==> config.mk <==
export PLATFORM = sky130hd
export DESIGN_NAME = memory_port_arbiter
export DESIGN_NICKNAME = d
export VERILOG_FILES = /design/src/rtl/memory_port_arbiter.sv
export SDC_FILE = /design/constraint.sdc
export NUM_CORES = 1
export LEC_CHECK = 0
export CAP_MARGIN = 20
export CORE_ASPECT_RATIO = 0.75
export CORE_MARGIN = 4
export CORE_UTILIZATION = 43
export DETAILED_ROUTE_END_ITERATION = 6
export PLACE_DENSITY_LB_ADDON = 0.3
export SYNTH_ARGS = -nofsm -noshare
export SYNTH_HDL_FRONTEND = slang
export SYNTH_SLANG_ARGS = --single-unit
==> constraint.sdc <==
create_clock -name clk_i -period 1.7 [get_ports clk_i]
set_input_delay 0.425 -clock clk_i [delete_from_list [all_inputs] [get_ports clk_i]]
set_output_delay 0.425 -clock clk_i [all_outputs]
set_load 0.02 [all_outputs]
==> src/rtl/memory_port_arbiter.sv <==
// Round-robin arbiter that shares one single-port word memory (combinational
// read, synchronous write) between a read-only fetch port and a read/write
// data port. One access is in flight at a time. Optional wait states sit
// between grant and memory access. Byte-masked writes are done as a
// read-modify-write.
//
// Handshake: a requester holds req and its fields until it sees gnt high.
// gnt is combinational and only appears in IDLE. The grant cycle is the
// transfer; request inputs are ignored after that. Completion is a one-cycle
// rvalid pulse on the owner's port. busy_o exposes the FSM (high whenever the
// state is not IDLE).
module memory_port_arbiter #(
   parameter int ADDRES_BIT  = 32,
   parameter int DATA_BIT    = 32,
   parameter int WAIT_CYCLES = 0
) (
   input  logic                  clk_i,
   input  logic                  rst_i,
   input  logic                  fetch_req_i,
   input  logic [ADDRES_BIT-1:0] fetch_addr_i,
   output logic                  fetch_gnt_o,
   output logic                  fetch_rvalid_o,
   output logic [DATA_BIT-1:0]   fetch_rdata_o,
   input  logic                  data_req_i,
   input  logic                  data_we_i,
   input  logic [ADDRES_BIT-1:0] data_addr_i,
   input  logic [DATA_BIT-1:0]   data_wdata_i,
   input  logic [DATA_BIT/8-1:0] data_be_i,
   output logic                  data_gnt_o,
   output logic                  data_rvalid_o,
   output logic [DATA_BIT-1:0]   data_rdata_o,
   output logic                  busy_o,
   output logic [ADDRES_BIT-1:0] mem_addr_o,
   output logic [DATA_BIT-1:0]   mem_wdata_o,
   output logic                  mem_we_o,
   input  logic [DATA_BIT-1:0]   mem_rdata_i
);
   localparam int BE_BIT = DATA_BIT / 8;
   localparam logic [3:0] WAIT_LOAD = (WAIT_CYCLES == 0) ? 4'd0 : 4'(WAIT_CYCLES - 1);
   localparam logic [ADDRES_BIT-1:0] WORD_MASK = ~ADDRES_BIT'(3);

   typedef enum logic [2:0] {S_IDLE, S_WAIT, S_ACCESS, S_RMW_WR, S_RESP} state_t;

   state_t                state_q, state_d;
   logic                  owner_data_q, owner_data_d;  // 1: access in flight belongs to data port
   logic                  last_data_q, last_data_d;    // 1: data port won the previous grant
   logic [ADDRES_BIT-1:0] addr_q, addr_d;
   logic                  we_q, we_d;
   logic [DATA_BIT-1:0]   wdata_q, wdata_d;
   logic [BE_BIT-1:0]     be_q, be_d;
   logic [3:0]            cnt_q, cnt_d;
   logic [DATA_BIT-1:0]   rmw_q, rmw_d;
   logic [DATA_BIT-1:0]   fetch_rdata_q, fetch_rdata_d;
   logic [DATA_BIT-1:0]   data_rdata_q, data_rdata_d;
   logic [ADDRES_BIT-1:0] mem_addr_q, mem_addr_d;
   logic [DATA_BIT-1:0]   mem_wdata_q, mem_wdata_d;
   logic [DATA_BIT-1:0]   merged;
   logic                  gnt_fetch, gnt_data, mem_we, fetch_rvalid, data_rvalid;

   // Byte merge for the write half of a read-modify-write.
   always_comb begin
      merged = rmw_q;
      for (int i = 0; i < BE_BIT; i++) begin
         merged[8*i +: 8] = be_q[i] ? wdata_q[8*i +: 8] : rmw_q[8*i +: 8];
      end
   end

   // Next-state, arbitration and memory-side outputs.
   always_comb begin
      state_d       = state_q;
      owner_data_d  = owner_data_q;
      last_data_d   = last_data_q;
      addr_d        = addr_q;
      we_d          = we_q;
      wdata_d       = wdata_q;
      be_d          = be_q;
      cnt_d         = cnt_q;
      rmw_d         = rmw_q;
      fetch_rdata_d = fetch_rdata_q;
      data_rdata_d  = data_rdata_q;
      mem_addr_d    = mem_addr_q;
      mem_wdata_d   = mem_wdata_q;
      gnt_fetch     = 1'b0;
      gnt_data      = 1'b0;
      mem_we        = 1'b0;
      fetch_rvalid  = 1'b0;
      data_rvalid   = 1'b0;
      case (state_q)
         S_IDLE: begin
            gnt_fetch = fetch_req_i && (!data_req_i || last_data_q);
            gnt_data  = data_req_i && (!fetch_req_i || !last_data_q);
            if (gnt_fetch || gnt_data) begin
               owner_data_d = gnt_data;
               last_data_d  = gnt_data;
               addr_d       = gnt_data ? data_addr_i : fetch_addr_i;
               we_d         = gnt_data && data_we_i;
               wdata_d      = gnt_data ? data_wdata_i : '0;
               be_d         = gnt_data ? data_be_i : '0;
               cnt_d        = WAIT_LOAD;
               state_d      = (WAIT_CYCLES == 0) ? S_ACCESS : S_WAIT;
            end
         end
         S_WAIT: begin
            if (cnt_q == 4'd0) state_d = S_ACCESS;
            else               cnt_d   = cnt_q - 4'd1;
         end
         S_ACCESS: begin
            mem_addr_d = addr_q & WORD_MASK;
            if (!we_q) begin
               if (owner_data_q) data_rdata_d  = mem_rdata_i;
               else              fetch_rdata_d = mem_rdata_i;
               state_d = S_RESP;
            end else if (&be_q) begin
               mem_we       = 1'b1;
               mem_wdata_d  = wdata_q;
               data_rdata_d = '0;
               state_d      = S_RESP;
            end else if (be_q == '0) begin
               data_rdata_d = '0;
               state_d      = S_RESP;
            end else begin
               rmw_d   = mem_rdata_i;
               state_d = S_RMW_WR;
            end
         end
         S_RMW_WR: begin
            mem_addr_d   = addr_q & WORD_MASK;
            mem_we       = 1'b1;
            mem_wdata_d  = merged;
            data_rdata_d = '0;
            state_d      = S_RESP;
         end
         S_RESP: begin
            if (owner_data_q) data_rvalid  = 1'b1;
            else              fetch_rvalid = 1'b1;
            state_d = S_IDLE;
         end
         default: state_d = S_IDLE;
      endcase
   end

   // State and latched-request registers; reset returns to IDLE favouring fetch.
   always_ff @(posedge clk_i) begin
      if (rst_i) begin
         state_q       <= S_IDLE;
         owner_data_q  <= 1'b0;
         last_data_q   <= 1'b1;
         addr_q        <= '0;
         we_q          <= 1'b0;
         wdata_q       <= '0;
         be_q          <= '0;
         cnt_q         <= '0;
         rmw_q         <= '0;
         fetch_rdata_q <= '0;
         data_rdata_q  <= '0;
         mem_addr_q    <= '0;
         mem_wdata_q   <= '0;
      end else begin
         state_q       <= state_d;
         owner_data_q  <= owner_data_d;
         last_data_q   <= last_data_d;
         addr_q        <= addr_d;
         we_q          <= we_d;
         wdata_q       <= wdata_d;
         be_q          <= be_d;
         cnt_q         <= cnt_d;
         rmw_q         <= rmw_d;
         fetch_rdata_q <= fetch_rdata_d;
         data_rdata_q  <= data_rdata_d;
         mem_addr_q    <= mem_addr_d;
         mem_wdata_q   <= mem_wdata_d;
      end
   end

   // Reset suppresses grants, write strobes and responses in the same cycle.
   assign fetch_gnt_o    = gnt_fetch && !rst_i;
   assign data_gnt_o     = gnt_data && !rst_i;
   assign fetch_rvalid_o = fetch_rvalid && !rst_i;
   assign data_rvalid_o  = data_rvalid && !rst_i;
   assign mem_we_o       = mem_we && !rst_i;
   assign fetch_rdata_o  = fetch_rdata_q;
   assign data_rdata_o   = data_rdata_q;
   assign busy_o         = (state_q != S_IDLE);
   assign mem_addr_o     = mem_addr_d;
   assign mem_wdata_o    = mem_wdata_d;

endmodule
---- Word level (Yosys, flattened, before mapping) ----
Cells that the tools add are included.
storage, ports and cells
  input bits .............................. 137
  bits in registers ....................... 238
  word-level logic and storage cells ...... 90
  output and inout port bits .............. 134
operators by class
  bitwise logic cells ..................... 4
  equal/unequal tests ..................... 9
  reduce and logical (&&, ||, !) cells .... 29
  muxes and demuxes ....................... 34
  add/sub/neg operators ................... 1
operator list
  kind                 count
  $mux 32              9
  $pmux 32 s2          2
  $mux 8               4
  $mux 3               5
  $mux 4               3
  $pmux 3 s4           1
  $reduce_and 3->1     3
  $logic_and 1x1->1    8
  $logic_not 4->1      2
  $mux 1               8
  $pmux 4 s2           1
  $reduce_and 4->1     2
  $eq 3x2->1 const B   2
  $ne 2x2->1 const B   3
  $logic_not 1->1      4
  $ne 4x4->1 const B   1
  $not 1->1            4
  $reduce_and 2->1     2
  $reduce_bool 2->1    2
  $sub 4x1->4 const B  1
  $eq 3x1->1 const B   1
  $eq 3x3->1 const B   1
  $logic_not 3->1      1
  $logic_or 1x1->1     3
  other kinds (4)      4

---- Longest topological paths before layout ----
Gate-level depths: netlist (run 1).
  word-level depth ........................ 6
  depth in mapped cells ................... 7
  depth with buffers taken out ............ 6

---- Least setup slack after synthesis (run 1) ----
Ideal clock, no wire load.
  path type ............................... register -> output
  from .................................... register be_q[3]
  to ...................................... output port mem_we_o
  cell stages (with the launch flop) ...... 6
  setup slack ............................. -0.177 ns
  data arrival time ....................... 1.452 ns
  path buffers ............................ 2
  path through ............................ dfxtp_1 -> and4_1 -> clkbuf_1 -> a21oi_1 -> clkbuf_1 -> nor3_1
on the way
  word-level cells in the longest chain between the ends .. 5
RTL lines
  what                    RTL line  source
  start, declared         50        logic [BE_BIT-1:0] be_q, be_d;
  start signal, assigned  151       be_q <= '0;
  start signal, assigned  165       be_q <= be_d;
  $reduce_and 4->1        113       end else if (&be_q) begin
  $mux 1                  113
  $mux 1                  109       if (!we_q) begin
  $pmux 1 s2              88        case (state_q)
  $logic_and 1x1->1       180       assign mem_we_o = mem_we && !rst_i;
  end, declared           35        output logic mem_we_o,
No other way between the ends.

---- Worst setup path in the final report (run 1) ----
  from .................................... register be_q[3]
  to ...................................... output port mem_wdata_o[11]
on the way
  word-level cells in the longest chain between the ends .. 4
RTL lines
  what              RTL line  source
  $reduce_and 4->1  113
  $mux 32           113
  $mux 32           109
  $pmux 32 s2       88
  end, declared     34        output logic [DATA_BIT-1:0] mem_wdata_o,
No other way between the ends.

==> PnR_summary.wiki, run 1 <==
{| class="wikitable"
! Metric !! Value
|-
| Result of the run || finished with violations
|-
| Violated checks || setup timing
|-
| Post-synthesis cell area || 9240 um^2
|-
| Area growth from synthesis to layout || 75.4%
|-
| Worst setup SP type || register
|-
| Final worst path period need || ~2400 ps
|-
| Sequential share of power || just under 40%
|-
| Total detailed-routing wirelength || 35700 um
|-
| Routed via count divided by cell count || 5.52
|-
| Met2 GRT Util || roughly two fifths
|-
| # port buffers || 266
|-
| PnR worst setup slack || -706 ps
|-
| Number of DRC markers after the initial detailed-route iteration || 654
|-
| Highest attainable clock frequency || 416 MHz
|-
| Total area of multi-input combinational cells || 5420 um^2
|-
| Met3 capacity usage during global routing || 6.02%
|-
| Cells along the critical path || and4_4 > buf_6 > a32oi_2 > nand2_2 > clkdlybuf4s15_2
|-
| Initial antenna violation count || 0
|-
| Half-perimeter wire length after detailed placement || 19800 um
|-
| Actual slew at the worst max-slew pin || 646 ps
|-
| Crit path max-delay family || buffers and inverters
|-
| Number of enable flip-flop cells after synthesis || 0
|-
| Commonest non-fill, non-tap cell in the layout || sky130_fd_sc_hd__dfxtp_1
|-
| Dpl ws || -706 ps
|-
| Vias after detailed routing || 9065
|-
| Length in cells of the worst reg-to-reg path || 11
|-
| Worst IR Drop VDD || 0.673 mV
|-
| Number of max-slew violations in the final report || 0
|-
| Area of the die || about 24000 um^2
|-
| Type of destination of the critical path || output pin
|-
| Number of max-cap violations || 0
|-
| Post-synthesis instance total || 960
|-
| Global-route wire length before repair || 49400 um
|-
| Power per standard cell area || 953 nW/um^2
|-
| CTS H-tree depth || 1
|-
| Number of antenna repair diodes || 0
|-
| Area taken by flip-flops and latches || 4740 um^2
|-
| Slowest cell on the critical path || sky130_fd_sc_hd__dfxtp_2
|-
| Skew-Pair Late Insertion Delay || ~520 ps
|-
| Number of inserted filler cells in the final layout || 1364
|-
| Drt drc || 0
|-
| Worst-case clock skew || 14.3 ps
|-
| Number of failing hold endpoints at the final stage || 0
|-
| Die X-Extent || 177 um
|-
| Maximum number of pins on one net before global-route repair || 49
|-
| Worst r2r src || be_q[2]$_SDFFE_PP0P_
|-
| RSZ-0062 raised after global routing || true
|-
| Number of cells on the critical path || 5
|-
| Setup-violating endpoint count in the final report || 209
|-
| Number of unique standard cell types used by synthesis || 43
|-
| Number of standard-cell rows in the floorplan || 46
|-
| Data required, critical path || 1270 ps
|-
| Cell internal pwr || 0.0114 W
|-
| Number of clock buffers inserted by TritonCTS || 24
|-
| # clock sinks || about 240
|-
| Startpoint-to-endpoint class of the critical path || register to output pin
|-
| Core Box Area || 21100 um^2
|-
| Synthesized Nets || approximately 1100
|-
| Synthesized flop and latch total || 236
|-
| GR peak layer || met2
|-
| Antenna-violating nets left || 0
|-
| CTS root buffer || sky130_fd_sc_hd__clkbuf_16
|-
| Number of buffers and inverters on the critical path || 2
|-
| GRT Util Overall || 25.9%
|-
| Min-Delay Path Class || register to register
|-
| Worst hold margin || 451 ps
|-
| Hold wc startpoint || fetch_rdata_o[9]$_SDFFE_PP0P_
|-
| Part of the total power dissipated in combinational logic || 21.6%
|-
| Clock transition at the registers of the reported paths || roughly 70 ps
|-
| Sequential cell area fraction in the yosys report || 51.2%
|-
| Commonest cells after routing, fill and taps aside || sky130_fd_sc_hd__dfxtp_1, sky130_fd_sc_hd__clkdlybuf4s50_1, sky130_fd_sc_hd__nand2_1
|-
| GR Overflow Total || 0
|-
| Met1 global-route usage || 36.6%
|-
| Number of instances on the worst hold path || 2
|-
| TritonCTS clock tree || done
|-
| Mean Syn Cell Area || 9.62 um^2
|-
| Longest individual stage delay on the worst path || about 380 ps
|-
| Psw || roughly 0.004 W
|-
| Post-synth top flop || sky130_fd_sc_hd__dfxtp_1
|-
| Static leakage || 7.13 nW
|-
| Top Ports || between 200 and 300
|-
| Die height || 135 um
|-
| Switching portion of total power || 25.9%
|-
| Number of global-route vias before repair || 8805
|-
| Largest fanout on the critical path || 15
|-
| WP data arrival || between 1500 and 2000 ps
|-
| Normalized max-slew margin || 56.9%
|-
| Proportion of layout cells with a drive suffix above 1 || 41.8%
|-
| Detailed-route wire length per cell || 21.7 um
|-
| Initial Util || 43.7%
|-
| Period utilisation layout || 142%
|-
| Hold_buf cts || 0
|-
| Slack of the worst reg-to-reg path || -500 ps
|-
| Number of nets at the end of the flow || approximately 1500
|-
| Portion of total power attributed to the clock network || around two fifths
|-
| Drt pass-1 iters || 5
|-
| Yosys synthesis warning count || 0
|-
| Routability cong. || 0.812
|-
| Number of buffers on the longest clock path || 3
|-
| Async SR Flop Fraction || 0%
|-
| CP Launch Point || be_q[3]$_SDFFE_PP0P_
|}
==> power by group through the flow <==
| stage | registers, W | clock network, W | logic [W] |
|---|---|---|---|
| global route | 0.00606 | 0.00636 | 0.00350 |
| CTS | 0.00597 | 0.00612 | 0.00258 |
| global placement | 0.00607 | 0 | 0.00224 |
| floorplan | 0.00618 | 0 | 0.00104 |
| finish | 0.00603 | 0.00608 | 0.00333 |
| detailed placement | 0.00609 | 0 | 0.00228 |
==> registers in the layout, summed over array words and instances (netlist names) <==
signal / cells
addr_q: 30
we_q: 1
last_data_q: 1
mem_addr_q: 32
cnt_q: 4
state_q: 3
be_q: 4
owner_data_q: 1
fetch_rdata_o: 32
mem_wdata_q: 32
rmw_q: 32
wdata_q: 32
data_rdata_o: 32
==> through the flow <==
stage / power [W] / cell area (um^2) / utilization, % / TNS, ps / std cells
6_report: 0.0154 / 16200 / 76.7 / -75910 / 1643
5_1_grt: 0.0159 / 16200 / 76.7 / -85120 / 1643
4_1_cts: 0.0147 / 14600 / 69.3 / -67460 / 1594
3_5_place_dp: 0.00837 / 12900 / 61.2 / -73900 / 1519
3_3_place_gp: 0.00832 / 12900 / 61.2 / -70540 / 1519
2_1_floorplan: 0.00721 / 9430 / - / -1130 / 960
==> path summary, 6_finish.rpt <==
| check | end |
|---|---|
| setup / recovery | mem_wdata_o[11] |
| hold / removal | fetch_rdata_o[9]$_SDFFE_PP0P_ |
| setup reg to reg | rmw_q[14]$_SDFFE_PP0P_ |
| hold reg to reg | fetch_rdata_o[9]$_SDFFE_PP0P_ |
==> per-layer routing <==
metal  wire, um  vias up  part of all wire, %
met5          0        -                    0
met4       1000        0                  2.8
met3       3090       79                  8.7
met2      16100      373                   45
met1      15400     4414                   43
li1           -     4199                    -
==> synthesized netlist by cell type (2+ instances only) <==
master | count | share of area [%]
sky130_fd_sc_hd__and3_1 | 6 | 0.41
sky130_fd_sc_hd__a32oi_1 | 32 | 3.0
sky130_fd_sc_hd__nor3_1 | 5 | 0.27
sky130_fd_sc_hd__dfxtp_1 | 236 | 51
sky130_fd_sc_hd__a21oi_1 | 99 | 5.4
sky130_fd_sc_hd__inv_1 | 4 | 0.16
sky130_fd_sc_hd__inv_2 | 2 | 0.081
sky130_fd_sc_hd__a211oi_1 | 30 | 2.4
sky130_fd_sc_hd__and2_1 | 32 | 2.2
sky130_fd_sc_hd__buf_2 | 26 | 1.4
sky130_fd_sc_hd__nor2_1 | 37 | 1.5
sky130_fd_sc_hd__ha_1 | 2 | 0.27
sky130_fd_sc_hd__buf_4 | 6 | 0.49
sky130_fd_sc_hd__clkbuf_1 | 42 | 1.7
sky130_fd_sc_hd__o21ai_0 | 34 | 1.8
sky130_fd_sc_hd__buf_6 | 4 | 0.49
sky130_fd_sc_hd__a22o_1 | 69 | 6.5
sky130_fd_sc_hd__mux2i_1 | 32 | 3.5
sky130_fd_sc_hd__nand2_1 | 169 | 6.9
sky130_fd_sc_hd__nor3b_1 | 2 | 0.16
sky130_fd_sc_hd__mux2_2 | 62 | 7.6
sky130_fd_sc_hd__nor3_2 | 2 | 0.22
sky130_fd_sc_hd__nand2b_1 | 3 | 0.20
sky130_fd_sc_hd__buf_1 | 4 | 0.16
sky130_fd_sc_hd__or4_1 | 2 | 0.16
==> layout make-up <==
| cell class | instances | area share [%] |
|---|---|---|
| multi-input combinational | 637 | 33.5 |
| inverter | 6 | 0.139 |
| timing repair buffer | 432 | 29.2 |
| clock buffer | 37 | 4.51 |
| tap | 288 | 2.22 |
| sequential | 236 | 29.3 |
| clock inverter | 7 | 1.16 |
==> worst register-to-register path, delay by kind of cell, from the launching register on <==
kind            cells  cell delay, ps
buf+inv             7             890
simple gates        3             710
flops               1             360
compound gates      1             160
==> cells by family after synthesis <==
logic type	Yosys count	synth area share [%]
AOI/OAI and AO/OA	270	19.9
and+or+nand+nor	269	13.1
DFF	236	51.2
muxes	94	11.0
buffers and inverters	88	4.50
adders and majority gates	2	0.271
xor gates and xnor gates	1	0.0948
==> timing repair <==
| item | 4_1_cts | 5_1_grt |
|---|---|---|
| setup endpoints to repair | 236 | 241 |
| resized for setup | 496 | 308 |
| pin swaps | 36 | 106 |
| cloned | 16 | 14 |
| setup buffers | 15 | 37 |
No activity file was read; power rests on OpenSTA's default activity.
==> run 2: changes to the inputs <==
CAP_MARGIN = 15   (was 20)
==> results of run 2 <==
No change in the layout: final DEF, timing and power equal those of run 1.
